## src/rtl/risc8_fetch_pkg.sv

```systemverilog
// Shared RISC-8 fetch definitions: two-word opcode match patterns,
// reset PC default, NOP encoding and the pop-size encoding.
package risc8_fetch_pkg;

    // LDS/STS: w[15:10]=100100, w[3:0]=0000
    localparam logic [15:0] LDS_STS_MASK  = 16'hFC0F;
    localparam logic [15:0] LDS_STS_VAL   = 16'h9000;
    // JMP/CALL: w[15:9]=1001010, w[3:1]=11x
    localparam logic [15:0] JMP_CALL_MASK = 16'hFE0C;
    localparam logic [15:0] JMP_CALL_VAL  = 16'h940C;

    localparam int unsigned RESET_PC_DEFAULT = 0;
    localparam logic [15:0] NOP = 16'h0000;

    typedef enum logic [1:0] {
        POP_NONE,
        POP_ONE,
        POP_TWO
    } pop_e;

    function automatic logic is_two_word(input logic [15:0] w);
        return ((w & LDS_STS_MASK) == LDS_STS_VAL) ||
               ((w & JMP_CALL_MASK) == JMP_CALL_VAL);
    endfunction

endpackage

```

## src/rtl/risc8_fetch_if.sv

```systemverilog
// Fetch -> decode instruction handshake.
// master: fetch stage (drives instr_*), slave: decoder (drives instr_ready).
interface risc8_fetch_if #(
    parameter int ADDR_W = 16
);
    logic              instr_valid;
    logic              instr_ready;
    logic [15:0]       instr_opcode;
    logic [15:0]       instr_ext;
    logic              instr_two_word;
    logic [ADDR_W-1:0] instr_pc;

    modport master (
        output instr_valid,
        output instr_opcode,
        output instr_ext,
        output instr_two_word,
        output instr_pc,
        input  instr_ready
    );

    modport slave (
        input  instr_valid,
        input  instr_opcode,
        input  instr_ext,
        input  instr_two_word,
        input  instr_pc,
        output instr_ready
    );
endinterface

```

## src/rtl/risc8_fetch_fifo.sv

```systemverilog
// Prefetch FIFO: DEPTH entries of {address, 16-bit word}.
// Ports: push/push_word/push_addr, pop1/pop2, flush, count, head and head+1.
module risc8_fetch_fifo #(
    parameter  int DEPTH  = 4,
    parameter  int ADDR_W = 16,
    localparam int PW     = $clog2(DEPTH),
    localparam int CW     = PW + 1
) (
    input  logic              clk,
    input  logic              reset,
    input  logic              flush,
    input  logic              push,
    input  logic [15:0]       push_word,
    input  logic [ADDR_W-1:0] push_addr,
    input  logic              pop1,
    input  logic              pop2,
    output logic [CW-1:0]     count,
    output logic [15:0]       head_word,
    output logic [ADDR_W-1:0] head_addr,
    output logic [15:0]       head1_word
);
    localparam int W = 16 + ADDR_W;

    logic [W-1:0]  mem_q [DEPTH];
    logic [W-1:0]  mem_d [DEPTH];
    logic [PW-1:0] rd_ptr_q, rd_ptr_d;
    logic [PW-1:0] wr_ptr_q, wr_ptr_d;
    logic [CW-1:0] count_q, count_d;
    logic [CW-1:0] pop_n;
    logic [W-1:0]  head_ent;
    logic [W-1:0]  head1_ent;

    always_comb begin
        mem_d    = mem_q;
        rd_ptr_d = rd_ptr_q;
        wr_ptr_d = wr_ptr_q;
        count_d  = count_q;
        pop_n    = pop2 ? CW'(2) : (pop1 ? CW'(1) : CW'(0));

        if (flush) begin
            rd_ptr_d = '0;
            wr_ptr_d = '0;
            count_d  = '0;
        end else begin
            if (push) begin
                mem_d[wr_ptr_q] = {push_addr, push_word};
                wr_ptr_d        = wr_ptr_q + PW'(1);
            end
            // Pointers are PW bits wide, so DEPTH being a power of two
            // makes the wrap implicit.
            rd_ptr_d = rd_ptr_q + PW'(pop_n);
            count_d  = count_q + CW'(push) - pop_n;
        end
    end

    always_ff @(posedge clk) begin
        if (reset) begin
            for (int i = 0; i < DEPTH; i++) begin
                mem_q[i] <= '0;
            end
            rd_ptr_q <= '0;
            wr_ptr_q <= '0;
            count_q  <= '0;
        end else begin
            mem_q    <= mem_d;
            rd_ptr_q <= rd_ptr_d;
            wr_ptr_q <= wr_ptr_d;
            count_q  <= count_d;
        end
    end

    assign head_ent   = mem_q[rd_ptr_q];
    assign head1_ent  = mem_q[rd_ptr_q + PW'(1)];
    assign count      = count_q;
    assign head_word  = head_ent[15:0];
    assign head_addr  = head_ent[W-1:16];
    assign head1_word = head1_ent[15:0];

endmodule

```

## src/rtl/risc8_fetch.sv

```systemverilog
// RISC-8 instruction fetch stage: PC, read issue, prefetch, two-word
// assembly. Ports: clk/reset, pmem_* read bus, redirect/redirect_pc,
// instr (risc8_fetch_if.master) towards the decoder.
module risc8_fetch
    import risc8_fetch_pkg::*;
#(
    parameter int          ADDR_W   = 16,
    parameter int          DEPTH    = 4,
    parameter int unsigned RESET_PC = RESET_PC_DEFAULT
) (
    input  logic              clk,
    input  logic              reset,
    output logic              pmem_rd_en,
    output logic [ADDR_W-1:0] pmem_addr,
    input  logic [15:0]       pmem_data,
    input  logic              redirect,
    input  logic [ADDR_W-1:0] redirect_pc,
    risc8_fetch_if.master     instr
);
    localparam int CW = $clog2(DEPTH) + 1;

    logic [ADDR_W-1:0] pc_q, pc_d;
    logic              inflight_q, inflight_d;
    logic              inflight_ep_q, inflight_ep_d;
    logic [ADDR_W-1:0] inflight_addr_q, inflight_addr_d;
    logic              epoch_q, epoch_d;

    logic [CW-1:0]     fifo_count;
    logic [15:0]       fifo_head_word;
    logic [ADDR_W-1:0] fifo_head_addr;
    logic [15:0]       fifo_head1_word;

    logic              in_vld;
    logic [CW-1:0]     avail;
    logic [15:0]       w0;
    logic [ADDR_W-1:0] a0;
    logic [15:0]       w1;
    logic              two;
    logic              valid;
    logic              fire;
    logic              rd_en;
    logic              in_taken;
    logic              push;
    pop_e              pop_sel;

    // A returning word is only live if no flush happened since its issue.
    assign in_vld = inflight_q && (inflight_ep_q == epoch_q);
    assign avail  = fifo_count + CW'(in_vld);

    // The returning word acts as a virtual tail entry so an instruction
    // can be presented in the same cycle its last word arrives.
    assign w0  = (fifo_count != '0) ? fifo_head_word : pmem_data;
    assign a0  = (fifo_count != '0) ? fifo_head_addr : inflight_addr_q;
    assign w1  = (fifo_count >= CW'(2)) ? fifo_head1_word : pmem_data;
    assign two = is_two_word(w0);

    assign valid = !reset && (avail >= (two ? CW'(2) : CW'(1)));
    assign fire  = valid && instr.instr_ready;

    always_comb begin
        pop_sel  = POP_NONE;
        in_taken = 1'b0;
        if (fire) begin
            if (two) begin
                if (fifo_count >= CW'(2)) begin
                    pop_sel = POP_TWO;
                end else begin
                    pop_sel  = POP_ONE;
                    in_taken = 1'b1;
                end
            end else if (fifo_count != '0) begin
                pop_sel = POP_ONE;
            end else begin
                in_taken = 1'b1;
            end
        end
    end

    assign push = in_vld && !in_taken && !redirect;

    // Credit includes the in-flight word, so a push always has room.
    assign rd_en = !reset && !redirect &&
                   ((fifo_count + CW'(inflight_q)) < CW'(DEPTH));

    always_comb begin
        pc_d            = pc_q;
        epoch_d         = epoch_q ^ redirect;
        inflight_d      = rd_en;
        inflight_ep_d   = epoch_q;
        inflight_addr_d = pc_q;
        if (redirect) begin
            pc_d = redirect_pc;
        end else if (rd_en) begin
            pc_d = pc_q + ADDR_W'(1);
        end
    end

    always_ff @(posedge clk) begin
        if (reset) begin
            pc_q            <= ADDR_W'(RESET_PC);
            epoch_q         <= 1'b0;
            inflight_q      <= 1'b0;
            inflight_ep_q   <= 1'b0;
            inflight_addr_q <= '0;
        end else begin
            pc_q            <= pc_d;
            epoch_q         <= epoch_d;
            inflight_q      <= inflight_d;
            inflight_ep_q   <= inflight_ep_d;
            inflight_addr_q <= inflight_addr_d;
        end
    end

    risc8_fetch_fifo #(
        .DEPTH  (DEPTH),
        .ADDR_W (ADDR_W)
    ) u_fifo (
        .clk        (clk),
        .reset      (reset),
        .flush      (redirect),
        .push       (push),
        .push_word  (pmem_data),
        .push_addr  (inflight_addr_q),
        .pop1       (pop_sel == POP_ONE),
        .pop2       (pop_sel == POP_TWO),
        .count      (fifo_count),
        .head_word  (fifo_head_word),
        .head_addr  (fifo_head_addr),
        .head1_word (fifo_head1_word)
    );

    assign pmem_rd_en           = rd_en;
    assign pmem_addr            = pc_q;
    assign instr.instr_valid    = valid;
    assign instr.instr_opcode   = valid ? w0 : NOP;
    assign instr.instr_ext      = (valid && two) ? w1 : 16'h0000;
    assign instr.instr_two_word = valid && two;
    assign instr.instr_pc       = valid ? a0 : '0;

endmodule

```

## src/flat_wrapper.sv

```systemverilog
// flat-port wrapper written by rule: the top's interface ports become plain ports
module risc8_fetch_flat import risc8_fetch_pkg::*;
#(
    parameter int          ADDR_W   = 16,
    parameter int          DEPTH    = 4,
    parameter int unsigned RESET_PC = RESET_PC_DEFAULT
)
  (clk, reset, pmem_rd_en, pmem_addr, pmem_data, redirect, redirect_pc, instr_instr_valid, instr_instr_opcode, instr_instr_ext, instr_instr_two_word, instr_instr_pc, instr_instr_ready);
  risc8_fetch_if #(.ADDR_W(ADDR_W)) instr_i ();
  input  logic clk;
  input  logic reset;
  output logic pmem_rd_en;
  output logic [ADDR_W-1:0] pmem_addr;
  input  logic [15:0] pmem_data;
  input  logic redirect;
  input  logic [ADDR_W-1:0] redirect_pc;
  output wire logic [$bits(instr_i.instr_valid)-1:0] instr_instr_valid;
  output wire logic [$bits(instr_i.instr_opcode)-1:0] instr_instr_opcode;
  output wire logic [$bits(instr_i.instr_ext)-1:0] instr_instr_ext;
  output wire logic [$bits(instr_i.instr_two_word)-1:0] instr_instr_two_word;
  output wire logic [$bits(instr_i.instr_pc)-1:0] instr_instr_pc;
  input wire logic [$bits(instr_i.instr_ready)-1:0] instr_instr_ready;
  assign instr_instr_valid = instr_i.instr_valid;
  assign instr_instr_opcode = instr_i.instr_opcode;
  assign instr_instr_ext = instr_i.instr_ext;
  assign instr_instr_two_word = instr_i.instr_two_word;
  assign instr_instr_pc = instr_i.instr_pc;
  assign instr_i.instr_ready = instr_instr_ready;
  risc8_fetch #(.ADDR_W(ADDR_W), .DEPTH(DEPTH), .RESET_PC(RESET_PC)) u_core (.clk(clk), .reset(reset), .pmem_rd_en(pmem_rd_en), .pmem_addr(pmem_addr), .pmem_data(pmem_data), .redirect(redirect), .redirect_pc(redirect_pc), .instr(instr_i));
endmodule
```

## config.mk

```make
export PLATFORM = sky130hd
export DESIGN_NAME = risc8_fetch_flat
export DESIGN_NICKNAME = d
export VERILOG_FILES = /design/src/rtl/risc8_fetch_pkg.sv /design/src/rtl/risc8_fetch_if.sv /design/src/rtl/risc8_fetch_fifo.sv /design/src/rtl/risc8_fetch.sv /design/src/flat_wrapper.sv
export SDC_FILE = /design/constraint.sdc
export NUM_CORES = 1
export LEC_CHECK = 0
export BUFFER_PORTS_ARGS = -buffer_cell sky130_fd_sc_hd__buf_2
export CORE_MARGIN = 2
export CORE_UTILIZATION = 59
export DETAILED_ROUTE_END_ITERATION = 10
export PLACE_DENSITY = 0.85
export RECOVER_POWER = 50
export SYNTH_ARGS = -nofsm -noshare
export SYNTH_HDL_FRONTEND = slang
export SYNTH_SLANG_ARGS = --single-unit
```

## constraint.sdc

```tcl
create_clock -name clk -period 5.1 [get_ports clk]
set_input_delay 0 -clock clk [delete_from_list [all_inputs] [get_ports clk]]
set_output_delay 0 -clock clk [all_outputs]
set_load 0.05 [all_outputs]
```

# Word level (Yosys, flattened, before mapping)
# Index checks and enable logic that the tools add are counted.
[classes]
reduce_logical = 17
div_mod_pow = 0
shifts = 0
addsub = 8
n_eq_ne = 5
n_lt_le_gt_ge = 7
mul = 0
mux = 28
bitwise_logic = 5
[ops]
columns = ["op", "n"]
rows = [
  ["2-to-1 mux 16 bit", 10],
  ["binary-select mux 32 bit (select 2 bit)", 2],
  ["bitwise mux 128 bit", 1],
  ["2-to-1 mux 32 bit", 3],
  ["demux 32 bit (select 2 bit)", 1],
  ["adder 16 x 1 -> 16 bit, second input constant", 1],
  ["== test 10 bit, second input constant", 1],
  ["adder 3 x 1 -> 3 bit", 3],
  ["== test 9 bit, second input constant", 1],
  [">= comparator 3 bit, second input constant", 3],
  ["logical AND 1 bit", 9],
  ["NOT 2 -> 3 bit", 3],
  ["2-to-1 mux 2 bit", 4],
  ["2-to-1 mux 1 bit", 6],
  ["adder 2 x 1 -> 2 bit, second input constant", 2],
  [">= comparator 3 x 2 -> 1 bit, second input constant", 1],
  [">= comparator 3 bit", 1],
  ["logical NOT 1 bit", 3],
  ["< comparator 3 x 1 -> 1 bit, second input constant", 1],
  ["< comparator 3 bit, second input constant", 1],
  ["2-to-1 mux 3 bit", 1],
  ["nonzero test 3 bit", 1],
  ["subtractor 3 bit", 1],
  ["adder 2 bit", 1],
  ["other kinds (9)", 9],
]
[word_totals]
latchBits = 0
memories = 0
out_inout_bits = 67
elab_cells = 82
rom_bits = 0
register_bits = 170
ram_bits = 0
input_bits = 36

# Longest topological paths before layout
[logic_depth]
word_depth = 17
ltp_mapped = 23
depth_no_buf = 20

# By module
# A second synthesis with hierarchy kept.
[unflattened]
hier_cells = 1009
hier_area_um2 = 8530.7
[modules_own_cells]
columns = ["module", "instances", "seq_area_each_um2", "area_per_inst_um2", "cells_each"]
rows = [
  ["risc8_fetch_fifo", 1, 2702.6, 6180.9, 661],
  ["risc8_fetch", 1, 700.7, 2349.8, 348],
]

# Least setup slack after synthesis
# No wires, ideal clock.
[synth_path]
kind = "register to register"
startpoint = "register u_core.u_fifo.rd_ptr_q[0]"
endpoint = "register u_core.u_fifo.count_q[2], in the netlist u_core.u_fifo.count[2]"
n_path_buf = 1
arrival_ps = 4235
stages_incl_launch_ff = 21
required_time_ps = 4976
setup_ps = 124
synth_period_minus_slack_ps = 4359
setup_slack_ps = 741
cell_sequence = "dfxtp_1 -> buf_6 -> mux4_2 -> mux2i_1 -> or3b_1 -> or2_4 -> nor2_2 -> inv_1 -> ha_1 -> o21ai_0 -> a21o_1 -> inv_1 -> nand2_1 -> nor2_1 -> o32a_1 -> ha_1 -> inv_1 -> fa_1 -> xor2_1 -> xnor2_1 -> nor2_1"
[synth_between]
elab_chain_len = 17
word_cells_on_any_way = 25
cone_classes = "add/sub: 2; order compare: 1; eq/ne: 4; mux: 11; bitwise: 1; reduce/logical: 6"
[synth_lines]
columns = ["item", "line", "text"]
rows = [
  ["start, declared", "risc8_fetch_fifo.sv:26", "logic [PW-1:0] rd_ptr_q, rd_ptr_d;"],
  ["start signal, assigned", "risc8_fetch_fifo.sv:66", "rd_ptr_q <= rd_ptr_d;"],
  ["NOT 2 -> 3 bit (not written as such) (*)", "risc8_fetch_fifo.sv:72", "assign head_ent = mem_q[rd_ptr_q];"],
  ["binary-select mux 32 bit (select 2 bit) (*)", "risc8_fetch_fifo.sv:72", ""],
  ["2-to-1 mux 32 bit (not written as such) (*) (2 in a row)", "risc8_fetch_fifo.sv:72", ""],
  ["2-to-1 mux 16 bit (*)", "risc8_fetch.sv:52", "assign w0 = (fifo_count != '0) ? fifo_head_word : pmem_data;"],
  ["== test 10 bit / == test 9 bit (equally long branches)", "risc8_fetch_pkg.sv:22, risc8_fetch_pkg.sv:23", ""],
  ["logical OR 1 bit (*)", "risc8_fetch_pkg.sv:22", "return ((w & LDS_STS_MASK) == LDS_STS_VAL) ||"],
  ["2-to-1 mux 2 bit (*)", "risc8_fetch.sv:57", "assign valid = !reset && (avail >= (two ? CW'(2) : CW'(1)));"],
  [">= comparator 3 bit (*)", "risc8_fetch.sv:57", ""],
  ["logical AND 1 bit (*)", "risc8_fetch.sv:57", ""],
  ["via instr_instr_valid", "flat_wrapper.sv:17", "output wire logic [$bits(instr_i.instr_valid)-1:0] instr_instr_valid;"],
  ["logical AND 1 bit (*)", "risc8_fetch.sv:58", "assign fire = valid && instr.instr_ready;"],
  ["2-to-1 mux 1 bit", "risc8_fetch.sv:63", "if (fire) begin"],
  ["logical NOT 1 bit", "risc8_fetch.sv:79", "assign push = in_vld && !in_taken && !redirect;"],
  ["logical AND 1 bit (2 in a row)", "risc8_fetch.sv:79", ""],
  ["adder 3 x 1 -> 3 bit", "risc8_fetch_fifo.sv:52", "count_d = count_q + CW'(push) - pop_n;"],
  ["subtractor 3 bit (*)", "risc8_fetch_fifo.sv:52", ""],
  ["end signal, assigned", "risc8_fetch_fifo.sv:68", "count_q <= count_d;"],
  ["end, declared", "risc8_fetch_fifo.sv:28", "logic [CW-1:0] count_q, count_d;"],
]
# The timed path passes the listed nets; every way through them passes the cells marked *. The select of a mux whose other input is x is not followed.
# A chain may end at the register's enable or synchronous reset.

# Worst setup path after layout
[layout_path]
startpoint = "register u_core.u_fifo.count_q[2], in the netlist u_core.u_fifo.count[2]"
endpoint = "output port instr_instr_pc[15]"
[layout_between]
elab_chain_len = 8
word_cells_on_any_way = 11
cone_classes = "add/sub: 1; order compare: 1; eq/ne: 2; mux: 4; reduce/logical: 3"
[layout_lines]
columns = ["item", "line", "text"]
rows = [
  ["nonzero test 3 bit", "risc8_fetch.sv:52, risc8_fetch.sv:53", ""],
  ["2-to-1 mux 16 bit", "risc8_fetch.sv:52", ""],
  ["== test 10 bit / == test 9 bit (equally long branches)", "risc8_fetch_pkg.sv:22, risc8_fetch_pkg.sv:23", ""],
  ["logical OR 1 bit", "risc8_fetch_pkg.sv:22", ""],
  ["2-to-1 mux 2 bit", "risc8_fetch.sv:57", ""],
  [">= comparator 3 bit", "risc8_fetch.sv:57", ""],
  ["logical AND 1 bit", "risc8_fetch.sv:57", ""],
  ["2-to-1 mux 16 bit (*)", "risc8_fetch.sv:138", "assign instr.instr_pc = valid ? a0 : '0;"],
  ["end, declared", "flat_wrapper.sv:21", "output wire logic [$bits(instr_i.instr_pc)-1:0] instr_instr_pc;"],
]
# Mark *: on every way between the ends. The rest lies on a longest branch, timed or not.

==> parameters.txt <==
Parameter                              Value

Detailed routing
  Routed length on met1 ... 9.60 mm
  Overall routed net length ... 22.2 mm
  Uppermost layer routed ... met4
  Drt first pass iters ... 5
  Per-cell routed wire length ... 18.4 microns
  Final ANT Viol Nets ... 0
  Number of vias per cell ... 5.89
  Met3 wirelength from detailed routing ... 1.44 mm
  Routed via count ... 7096
  Detailed-routed wire length on met2 ... 10.7 mm
  Initial DRC count ... 640
  DRC violation count after routing ... 0

GRT
  Pin count of the biggest net entering global routing ... 128
  Number of global-route vias before repair ... 7115
  Global-route wire length before repair ... 36.1 mm
  Grt total ovfl ... 0
  Number of antenna violations at the first check in global routing ... 0
  GR Util All Layers ... 27.8%

Cells and area
  Area delta synth->final ... 14.9%
  Total inserted antenna cells ... 0
  Layout filler cell count ... 1077
  Number of nets at the end of the flow ... 1053
  Layout cell share with drive strength beyond 1 ... 19.0%

Outcome
  Violations in the final reports ... max-capacitance violations, max-slew violations
  Status ... finished, violations left

STA
  Remaining max-slew budget at the tightest pin ... -168%
  Share of the clock period used by the worst path after layout ... 92.5%
  Pins over their slew limit ... 128
  Setup repair after global routing missed its margin ... no
  Transition time at the pin with the least slew margin ... 4.02 ns
  Endpoints failing hold ... 0
  Tmin final ... 4.72 ns
  Sum of negative setup slack ... 0 ns
  Setup clock skew after layout ... 0.00781 ns
  Final setup violation count ... 0
  F_max ... 212 MHz

Clock tree
  Count of buffers added by post-CTS timing repair for setup ... 0
  Maximum count of clock buffers along a single path ... 2
  Total clock sinks ... 170
  # resized after CTS ... 0
  CTS tree ... built
  Hold buffers post-CTS ... 37
  Worst-skew pair later-pin latency ... 0.43 ns
  CTS HTree Levels ... 4
  Clock edge transition at the registers on the reported setup and hold paths ... 0.07 ns
  Number of buffers added by the clock tree synthesis step ... 17
  Buffer cell driving the clock tree root ... clkbuf_16

Setup path
  Kind of critical path ... register to primary output
  Reg-to-reg startpoint ... u_core.u_fifo.count[2]
  Worst Path Max Fanout ... 32
  FF-to-FF path depth ... 16
  Required time at the worst-slack endpoint ... 5.10 ns
  Startpoint type of the worst setup path ... register
  FF-to-FF setup slack ... 0.39 ns
  Kind of end point of the critical path ... primary output
  Data arrival at the endpoint of the critical path ... 4.72 ns
  Reg-to-Reg End ... u_core.u_fifo.mem_q[61]

Synthesis
  Post-Synthesis Net Count ... 939
  Primary FF master, synth ... dfxtp_1
  Register area share after synthesis ... 37.5%
  Leading cell types by total area after synthesis ... dfxtp_1, mux2i_1, mux4_2
  Post-synthesis async set-or-reset flop share ... 0%
  Warnings, synthesis ... 0
  Post-synthesis cell type with the largest combined area ... dfxtp_1
  Number of flops mapped to enable cells by yosys ... 0
  Most used standard cell by instance count after synthesis ... dfxtp_1
  Number of library cell types mapped by synthesis ... 43
  Most frequent cells after synthesis ... dfxtp_1, nand2b_1, mux2i_1, nand2_1, mux4_2
  Proportion of netlist area held by the largest area contributor ... 37.5%
  Netlist Area Pre-Place ... 9070 sq um
  Syn Area/Cell ... 10.2 sq um
  Yosys reg bits ... 170
  Gate Count Post-Synth ... 891

Floorplanning
  X dimension of the die ... 128 microns
  Number of top-level pins ... 103
  Die Footprint ... 16400 sq um
  Initial Util ... 60.1%
  Vert. Die Dim ... 128 microns
  Total number of placement rows ... 45
  Core area ... 15100 sq um

Power
  Power, Total ... 3.02 mW
  Worst IR drop on VDD ... 291 uV
  Power per cell area ... 290 nW/um^2
  Leak ... 4.49 nW

Placement
  Final HPWL DP ... 14.1 mm
  Final weighted congestion of routability-driven global placement ... 0.860
  Count of input and output buffers ... 102

Worst hold path
  Worst hold path endpoint ... u_core.u_fifo.rd_ptr_q[1]
  Type of the most critical hold path ... input port to register
  Startpoint of the lowest-slack hold path ... instr_instr_ready
  Count of cells along the worst hold path ... 4

Job
  Max-cap violations ... 1
[report_power, final]
group          total (mW)  internal, mW  leakage, nW  switching, mW
logic               0.353         0.124         2.83          0.229
clock network        1.29         0.730        0.285          0.564
registers            1.37          1.35         1.38         0.0236
[worst max-delay path, cell delays in order, from the launching register on]
cell and delay, ns:
dfxtp_1 0.51, or3_1 0.52, buf_4 0.29, mux2i_1 0.34
and4_1 0.24, a21oi_1 0.14, nor2_2 0.29, inv_1 0.16
ha_1 0.30, o21ai_0 0.08, a21o_1 0.17, clkbuf_2 0.51
a21oi_1 0.40, buf_2 0.32
[per-stage QoR]
| stage | util, % | area (sq um) | cells | setup WS [ns] | hold slack [ns] |
|---|---|---|---|---|---|
| detailed placement | 63.2 | 9540 | 1137 | 0.517 | 0.242 |
| CTS | 69.6 | 10500 | 1205 | 0.491 | 0.0397 |
| global placement | 63.2 | 9540 | 1137 | 0.766 | 0.232 |
| finish | 69.1 | 10400 | 1205 | 0.381 | 0.0975 |
| floorplan | - | 9070 | 891 | 0.741 | 0.144 |
| global route | 69.1 | 10400 | 1205 | 0.145 | 0.102 |
[flip-flops by register name, indices dropped and copies added (netlist names)]
signal	flops
u_core.u_fifo.mem_q	128
u_core.inflight_addr_q	16
u_core.pmem_addr	16
u_core.u_fifo.count	3
u_core.u_fifo.rd_ptr_q	2
u_core.u_fifo.wr_ptr_q	2
u_core.epoch_q	1
u_core.inflight_ep_q	1
u_core.inflight_q	1
[routing by layer]
layer  track usage [%]  vias to the layer above
met4              9.63                        0
met1              36.8                     3460
li1                  -                     3280
met5                 0                        -
met3              5.80                       45
met2              45.5                      311
[placed cells by master (no fill, tap or decap), drive strengths merged, types with 11 or more instances in the layout]
master	synthesis	routed
dfxtp	170	170
inv	12	16
nor2b	16	16
dlygate4sd3	0	37
nand2b	160	160
mux4	48	48
xor2	12	12
ha	11	11
mux2i	145	145
clkbuf	37	65
a21oi	46	46
buf	28	75
nor2	45	45
nand2	97	97
[how the worst max path moves through the flow]
stage	from	endpoint	slack (ns)	cells after the start
6_report	u_core.u_fifo.count[2]	instr_instr_pc[15]	0.38	13
5_1_grt	u_core.u_fifo.count[2]	u_core.u_fifo.mem_q[101]	0.15	17
4_1_cts	u_core.u_fifo.rd_ptr_q[0]	u_core.u_fifo.count[2]	0.49	20
3_5_place_dp	u_core.u_fifo.rd_ptr_q[0]	u_core.u_fifo.count[2]	0.52	20
3_3_place_gp	u_core.u_fifo.count[0]	u_core.u_fifo.count[2]	0.77	18
2_1_floorplan	u_core.u_fifo.rd_ptr_q[0]	u_core.u_fifo.count[2]	0.74	20
[cell families after synthesis]
kind of cell	after synthesis	synth area share, %
adders and majority gates	12	1.74
and+or+nand+nor	348	20.3
AOI/OAI and AO/OA	69	4.94
buffers and inverters	77	5.49
muxes	193	27.9
DFF	170	37.5
xor gates and xnor gates	22	2.12
[area by class of cell]
| cell class | instances | area [sq um] | share of cell area, % |
|---|---|---|---|
| Timing Repair Buffer | 160 | 1000 | 9.61 |
| Clock buffer | 17 | 425 | 4.08 |
| Multi-Input combinational cell | 644 | 5140 | 49.3 |
| Tap cell | 188 | 235 | 2.26 |
| Inverter | 12 | 45.0 | 0.432 |
| Sequential cell | 170 | 3410 | 32.7 |
| Clock inverter | 14 | 165 | 1.59 |
Power figures use the tool's default switching activity.
